<file path="src/rtl/loop_stack_ctrl.sv">
// Nested hardware loop sequencer: decodes LOOPCOUNT/STARTLOOP/ENDLOOP and issues fetch redirects.
// Optional taken-redirect statistics counter is built when LOOP_STATS_EN is defined.
module loop_stack_ctrl #(
    parameter int PC_WIDTH  = 16,
    parameter int CNT_WIDTH = 16,
    parameter int DEPTH     = 4
) (
    input  logic                         CLK,
    input  logic                         RESET,
    input  logic                         INSTR_VALID,
    input  logic                         STALL,
    input  logic [31:0]                  INSTR,
    input  logic [PC_WIDTH-1:0]          PC,
    input  logic [CNT_WIDTH-1:0]         CNT_VAL,
    output logic                         REDIRECT,
    output logic [PC_WIDTH-1:0]          REDIRECT_PC,
    output logic [$clog2(DEPTH+1)-1:0]   LEVEL,
    output logic                         OVERFLOW,
    output logic                         UNDERFLOW,
    output logic [31:0]                  TOTAL_ITER
);
    localparam int LW = $clog2(DEPTH+1);
    localparam int IW = $clog2(DEPTH);

    localparam logic [7:0] OP_CNT_REG = 8'hD0;
    localparam logic [7:0] OP_CNT_IMM = 8'hD1;
    localparam logic [7:0] OP_START   = 8'hC0;
    localparam logic [7:0] OP_END     = 8'hC8;

    typedef struct packed {
        logic [PC_WIDTH-1:0]  start;
        logic [CNT_WIDTH-1:0] rem;
    } entry_t;

    entry_t               stack [DEPTH];
    logic [CNT_WIDTH-1:0] pending;
    logic                 accept;
    logic [7:0]           op;
    logic                 empty;
    logic                 full;
    logic [IW-1:0]        top_idx;
    logic [IW-1:0]        push_idx;
    entry_t               top;
    logic                 unused_instr;

    // The instruction presented while REDIRECT is high is wrong-path.
    assign accept       = INSTR_VALID & ~STALL & ~REDIRECT;
    assign op           = INSTR[31:24];
    assign empty        = (LEVEL == '0);
    assign full         = (LEVEL == LW'(DEPTH));
    assign top_idx      = empty ? '0 : IW'(LEVEL - LW'(1));
    assign push_idx     = IW'(LEVEL);
    assign top          = stack[top_idx];
    assign unused_instr = ^INSTR;

    always_ff @(posedge CLK or posedge RESET) begin
        if (RESET) begin
            REDIRECT    <= 1'b0;
            REDIRECT_PC <= '0;
            LEVEL       <= '0;
            OVERFLOW    <= 1'b0;
            UNDERFLOW   <= 1'b0;
            pending     <= CNT_WIDTH'(1);
            for (int i = 0; i < DEPTH; i++) stack[i] <= '0;
        end else begin
            REDIRECT <= 1'b0;
            if (accept) begin
                unique case (op)
                    OP_CNT_IMM: pending <= INSTR[CNT_WIDTH-1:0];
                    OP_CNT_REG: pending <= CNT_VAL;
                    OP_START: begin
                        if (full) begin
                            OVERFLOW <= 1'b1;
                        end else begin
                            stack[push_idx] <= '{start: PC + PC_WIDTH'(1), rem: pending};
                            LEVEL           <= LEVEL + LW'(1);
                            pending         <= CNT_WIDTH'(1);
                        end
                    end
                    OP_END: begin
                        if (empty) begin
                            UNDERFLOW <= 1'b1;
                        end else if (top.rem > CNT_WIDTH'(1)) begin
                            stack[top_idx].rem <= top.rem - CNT_WIDTH'(1);
                            REDIRECT           <= 1'b1;
                            REDIRECT_PC        <= top.start;
                        end else begin
                            // Counts 0 and 1 both run the body once: just pop.
                            LEVEL <= LEVEL - LW'(1);
                        end
                    end
                    default: ;
                endcase
            end
        end
    end

`ifdef LOOP_STATS_EN
    logic [31:0] iter_cnt;

    always_ff @(posedge CLK or posedge RESET) begin
        if (RESET)         iter_cnt <= '0;
        else if (REDIRECT) iter_cnt <= iter_cnt + 32'd1;
    end

    assign TOTAL_ITER = iter_cnt;
`else
    assign TOTAL_ITER = 32'h0;
`endif

endmodule

</file>
<file path="config.mk">
export PLATFORM = sky130hd
export DESIGN_NAME = loop_stack_ctrl
export DESIGN_NICKNAME = d
export VERILOG_FILES = /design/src/rtl/loop_stack_ctrl.sv
export SDC_FILE = /design/constraint.sdc
export NUM_CORES = 1
export LEC_CHECK = 0
export ABC_AREA = 1
export ABC_CLOCK_PERIOD_IN_PS = 5900
export CAP_MARGIN = 10
export CORE_ASPECT_RATIO = 1.5
export CORE_MARGIN = 2
export CORE_UTILIZATION = 52
export DETAILED_ROUTE_END_ITERATION = 6
export PLACE_DENSITY = 0.74
export SYNTH_ARGS = -nofsm -noshare
export SYNTH_HDL_FRONTEND = slang
export SYNTH_SLANG_ARGS = --single-unit
</file>
<file path="constraint.sdc">
create_clock -name CLK -period 5.9 [get_ports CLK]
set_input_delay 1.18 -clock CLK [delete_from_list [all_inputs] [get_ports CLK]]
set_output_delay 1.18 -clock CLK [all_outputs]
set_load 0.005 [all_outputs]
</file>
# After elaboration in Yosys (flattened, before gate mapping)
# Index checks and enable logic that the tools add are counted.
[op_classes]
div_mod_pow = 0
eq_ne = 9
n_reduce_logical = 11
n_lt_le_gt_ge = 5
bitwise_logic = 7
shifts = 0
muxes = 24
n_addsub = 4
multipliers = 0
[op_table]
columns = ["op", "count"]
rows = [
  ["$mux W128", 3],
  ["$bwmux W128", 2],
  ["$pmux W128 S2", 1],
  ["$demux W32 S2", 2],
  ["$mux W32", 3],
  ["$bmux W32 S2", 1],
  ["$pmux W16 S3", 1],
  ["$eq A8 B8 Y1 const B", 4],
  ["$mux W16", 2],
  ["$add A16 B1 Y16 const B", 1],
  ["$gt A16 B1 Y1 const B", 1],
  ["$sub A16 B1 Y16 const B", 1],
  ["$reduce_and A5 Y1", 2],
  ["$mux W3", 3],
  ["$reduce_and A3 Y1", 3],
  ["$ne A2 B2 Y1 const B", 4],
  ["$ge A3 B3 Y1 const B", 2],
  ["$lt A3 B1 Y1 const B", 2],
  ["$not A2 Y3", 2],
  ["$pmux W3 S2", 1],
  ["$mux W1", 4],
  ["$reduce_and A4 Y1", 1],
  ["$add A3 B1 Y3 const B", 1],
  ["$eq A3 B3 Y1 const B", 1],
  ["other kinds (8)", 12],
]
[word_totals]
n_memories = 0
ff_bits = 166
latch_bits = 0
romBits = 0
ramBits = 0

# Logic depth before layout (Yosys ltp)
[depth]
word_depth = 11
depth_mapped = 26
mapped_depth_nobuf = 17

# Worst setup path after synthesis
# OpenSTA, ideal clock, no wires.
[synth_timing]
path_type = "register to register"
startpoint = "register LEVEL[0]"
endpoint = "register stack[32] (netlist name)"
path_stages_with_launch = 25
arrival_ps = 3878
setup_slack_ps = 1904
n_path_buf = 10
required_time_ps = 5782
period_less_slack_ps = 3996
path_cell_list = "dfrtp_1 > buf_4 > inv_2 > buf_2 > buf_2 > clkbuf_1 > clkbuf_1 > ha_1 > nand2_4 > buf_4 > buf_4 > nand3_1 > nand3_1 > nand2_1 > ha_1 > nand3_2 > a21oi_2 > nand2_2 > nand2_2 > nand2_2 > buf_6 > buf_6 > buf_6 > nand4_1 > nand2_1"
[synth_between]
elab_chain_len = 11
[synth_rtl]
columns = ["item", "line", "rtl"]
rows = [
  ["from (decl)", "17", "output logic [$clog2(DEPTH+1)-1:0] LEVEL,"],
  ["from (signal assigned)", "76", "LEVEL <= LEVEL + LW'(1);"],
  ["from (signal assigned)", "89", "LEVEL <= LEVEL - LW'(1);"],
  ["$sub A3 B1 Y3 or $logic_not A3 Y1 (tied branches)", "--", ""],
  ["$mux W2", "51", "assign top_idx = empty ? '0 : IW'(LEVEL - LW'(1));"],
  ["$not A2 Y3 (implied by the code)", "53, 84", ""],
  ["$bmux W32 S2 (tied with other cells)", "53", "assign top = stack[top_idx];"],
  ["$mux W32 (implied by the code) or $logic_and A1 B1 Y1 (tied branches)", "53, 84", ""],
  ["$mux W32 (implied by the code) or $mux W16 (tied branches)", "53, 84", ""],
  ["$sub A16 B1 Y16 or $demux W32 S2 (tied branches)", "84", "stack[top_idx].rem <= top.rem - CNT_WIDTH'(1);"],
  ["$bwmux W128", "84", ""],
  ["$mux W128", "83", "end else if (top.rem > CNT_WIDTH'(1)) begin"],
  ["$mux W128", "81", "if (empty) begin"],
  ["$pmux W128 S2", "68", "unique case (op)"],
  ["to (signal, indexed assignment)", "75", "stack[push_idx] <= '{start: PC + PC_WIDTH'(1), rem: pending};"],
  ["to (decl)", "35", "entry_t stack [DEPTH];"],
]
# Several ways; a longest one is shown, not always the timed one. The select of a mux whose other input is x is not followed.
# A chain may end at the register's enable or synchronous reset.

# Worst setup path in the final report
[layout_timing]
startpoint = "register LEVEL[0]"
endpoint = "register stack[27] (netlist name)"
[layout_between]
elab_chain_len = 9
[layout_rtl]
columns = ["item", "line"]
rows = [
  ["$sub A3 B1 Y3 or $logic_not A3 Y1 (tied branches)", "--"],
  ["$mux W2", "51"],
  ["$not A2 Y3 (implied by the code)", "53, 84"],
  ["$bmux W32 S2", "53"],
  ["$mux W32 (implied by the code) (2 in a row)", "53"],
  ["$gt A16 B1 Y1", "83"],
  ["$ne A2 B2 Y1 (no source line)", "--"],
  ["$reduce_and A5 Y1 (no source line)", "--"],
]
# Several ways; a longest one is shown, not always the timed one. The select of a mux whose other input is x is not followed.

==> results.cfg <==
[outcome]
outcome = finished, final reports clean

[cts]
clockBufferDepth = 2
path_clk_slew_ns = 0.07
post_cts_buffers = 0
root_buffer = clkbuf_16
cts_hold_buf = 0
cts_tree = built
clock-sinks = 166
clock_latency_ns = 0.44
cts_htree_levels = 4
cts_resized = 0
cts_made_buffers = 17

[sta]
hold_viol = 0
rsz0062_at_grt = false
finalCriticalPeriod_ns = 4.44
tns_ns = 0
tightest_slew_ns = 0.886
setup_violations = 0
slew_headroom_pct = 40.9
slew_viol_final = 0
worst_slack_ns = 1.46
fin_crit_sh_pct = 75.3
finalClockSkew_ns = 0.0113
max_freq_mhz = 225
holdWs_ns = 0.467

[power]
p_leak_nw = 6.25
vdd_drop_max_uv = 202
power_mw = 2.80
power.density_mw_per_mm2 = 235

[routing]
vias = 10400
drtPass1Iterations = 5
routed_wl_um = 31700
avgRoutedWirePerCell_um = 17.6
drc = 0
drt_iter0_markers = 943
viasPerCell = 5.75
postRouteAntennaNets = 0

[placement]
dp_slack_ns = 1.22
dp_hpwl_um = 20200
io_buffers = 81
placed_cell_area_mm2 = 0.0113
gp_congestion = 0.947
dpl.cell_count = 1774

[grt]
grt_pass1_vias = 9928
grtUsageTotal_pct = 29.6
antenna_found_initial = 0
grt_first_pass_wirelength_um = 49900
grt_max_degree = 86
overflow = 0

[final_layout]
fin_util_pct = 59.9
area_delta_synth_final_pct = 12.4
nNetsFinal = 1610
fin_area_mm2 = 0.0119
layout-drive-gt1-share_pct = 7.50
final_cells = 1806
fillerInstances = 1924
diodes = 0

[critical_path]
crit_buf_inv = 4
worstSetupStartpointType = flop
path_cells = buf_4 -> inv_2 -> ha_1 -> o21ai_2 -> buf_4 -> nand3_1 -> nand2_1 -> nor2_1 -> nand2_1 -> a21oi_2 -> nand2_2 -> nand2_2 -> nand2_2 -> buf_4 -> nand3_2 -> nand2_1 -> nand2_1
cp_slowest_cell = o21ai_2
setup.worst_path.end_class = flop
path_max_fanout = 24
critPathMaxStageDelay_ns = 0.66
cp.required_ns = 6.22
path_class = flop to flop
cp_top_family = simple AND/OR/NAND/NOR gates
crit_top_cell = nand2_1
arrival_ns = 4.77

[flow_run]
drv_cap = 0

[die]
rows = 63
die_area_mm2 = 0.0215
start_util_pct = 53.3
die_x_um = 120
core_area_mm2 = 0.0199
pin_count = 122
die_y_um = 179

[logic_synthesis]
synth-edff-count = 0
yosysWarnings = 0
syn_area_per_cell_um2 = 7.08
synth_cells = 1495
synth.yosys.seq_area_share_pct = 39.3
synthArstFlopShare_pct = 100
synth_area_mm2 = 0.0106
synthFlopType = dfrtp_1
ys_ff_latch = 166
synthDistinctLibCells = 41

[worst_hold_path]
hold_path.class = flop to flop
-- synth_stat cells, types with 9 or more instances --
master / count / share of area [%]
buf_2: 22 / 1.0
buf_4: 47 / 3.3
buf_6: 12 / 1.3
clkbuf_1: 32 / 1.1
dfrtp_1: 165 / 39
ha_1: 9 / 1.1
inv_1: 80 / 2.8
mux2_2: 15 / 1.6
nand2_1: 600 / 21
nand3_1: 183 / 8.7
nand3b_1: 12 / 0.85
nand4_1: 91 / 5.4
nor2_1: 83 / 2.9
o21ai_0: 41 / 1.9
o22ai_1: 11 / 0.65
o32ai_1: 16 / 1.3
xor2_1: 13 / 1.1
-- kinds of logic (layout without fill, tap and decap cells) --
| kind of cell | Yosys count | in the layout | share of synthesized area, % |
|---|---|---|---|
| compound gates | 76 | 76 | 4.49 |
| xor+xnor | 15 | 15 | 1.24 |
| simple gates | 1006 | 1006 | 42.2 |
| fa+ha+maj | 9 | 9 | 1.06 |
| buf+inv | 207 | 227 | 10.1 |
| other cells | 1 | 32 | 0.0355 |
| flops | 166 | 166 | 39.3 |
| mux | 15 | 15 | 1.60 |
-- cell usage in the layout (no fill, tap or decap), types with 7 or more instances in the layout --
master           Yosys  final
nand3_1            183    183
o32ai_1             16     16
xor2_1              13     13
clkdlybuf4s50_1      0     81
o21ai_0             41     41
nand3b_1            12     12
dfrtp_1            165    165
nand2_1            600    600
ha_1                 9      9
nand3_2              8      8
conb_1               1     32
nor2_1              83     81
inv_1               80     79
mux2_2              15     15
buf_4               47     26
nor2_2               5      7
clkbuf_16            0     17
o22ai_1             11     11
nand4_1             91     91
-- layer usage --
metal,part of all wire [%],track usage [%]
met3,7.0,4.39
met1,37,34.8
met5,0,0
met2,51,51.5
met4,4.9,16.9
-- worst reg2reg max path, delay by kind of cell (launching register included) --
family / cells / cell delay (ns)
and+or+nand+nor: 10 / 1.94
AOI/OAI and AO/OA: 2 / 0.72
buffers and inverters: 4 / 1.05
adders and majority gates: 1 / 0.30
DFF: 1 / 0.32
-- registers in the layout (all words and copies together) (netlist names) --
name	flops
REDIRECT_PC	16
OVERFLOW	1
REDIRECT	1
pending	16
LEVEL	3
stack	128
UNDERFLOW	1
-- power by group --
group	switching, mW	internal [mW]
Clock	0.537	0.565
Sequential	0.0170	1.15
Combinational	0.370	0.159
-- worst paths after layout --
kind	from	endpoint	slack [ns]	cells after the start
hold reg to reg	stack[1]	stack[1]	0.47	2
min in group asynchronous	RESET	REDIRECT_PC[2]	1.26	2
max in group asynchronous	RESET	pending[0]	3.53	3
hold / removal	stack[1]	stack[1]	0.47	2
setup / recovery	LEVEL[0]	stack[27]	1.46	17
setup reg to reg	LEVEL[0]	stack[27]	1.46	17
-- final cells by class --
type                            instances  area, µm²  area share (%)
Clock buffer                           17        425            3.58
Clock inverter                         15        154            1.29
Inverter                               87        332            2.79
Multi-Input combinational cell       1153       5470            46.0
Sequential cell                       166       4160            34.9
Tap cell                              260        325            2.74
Timing Repair Buffer                  108       1030            8.63
Note: power is estimated with default switching activity, not from simulation.
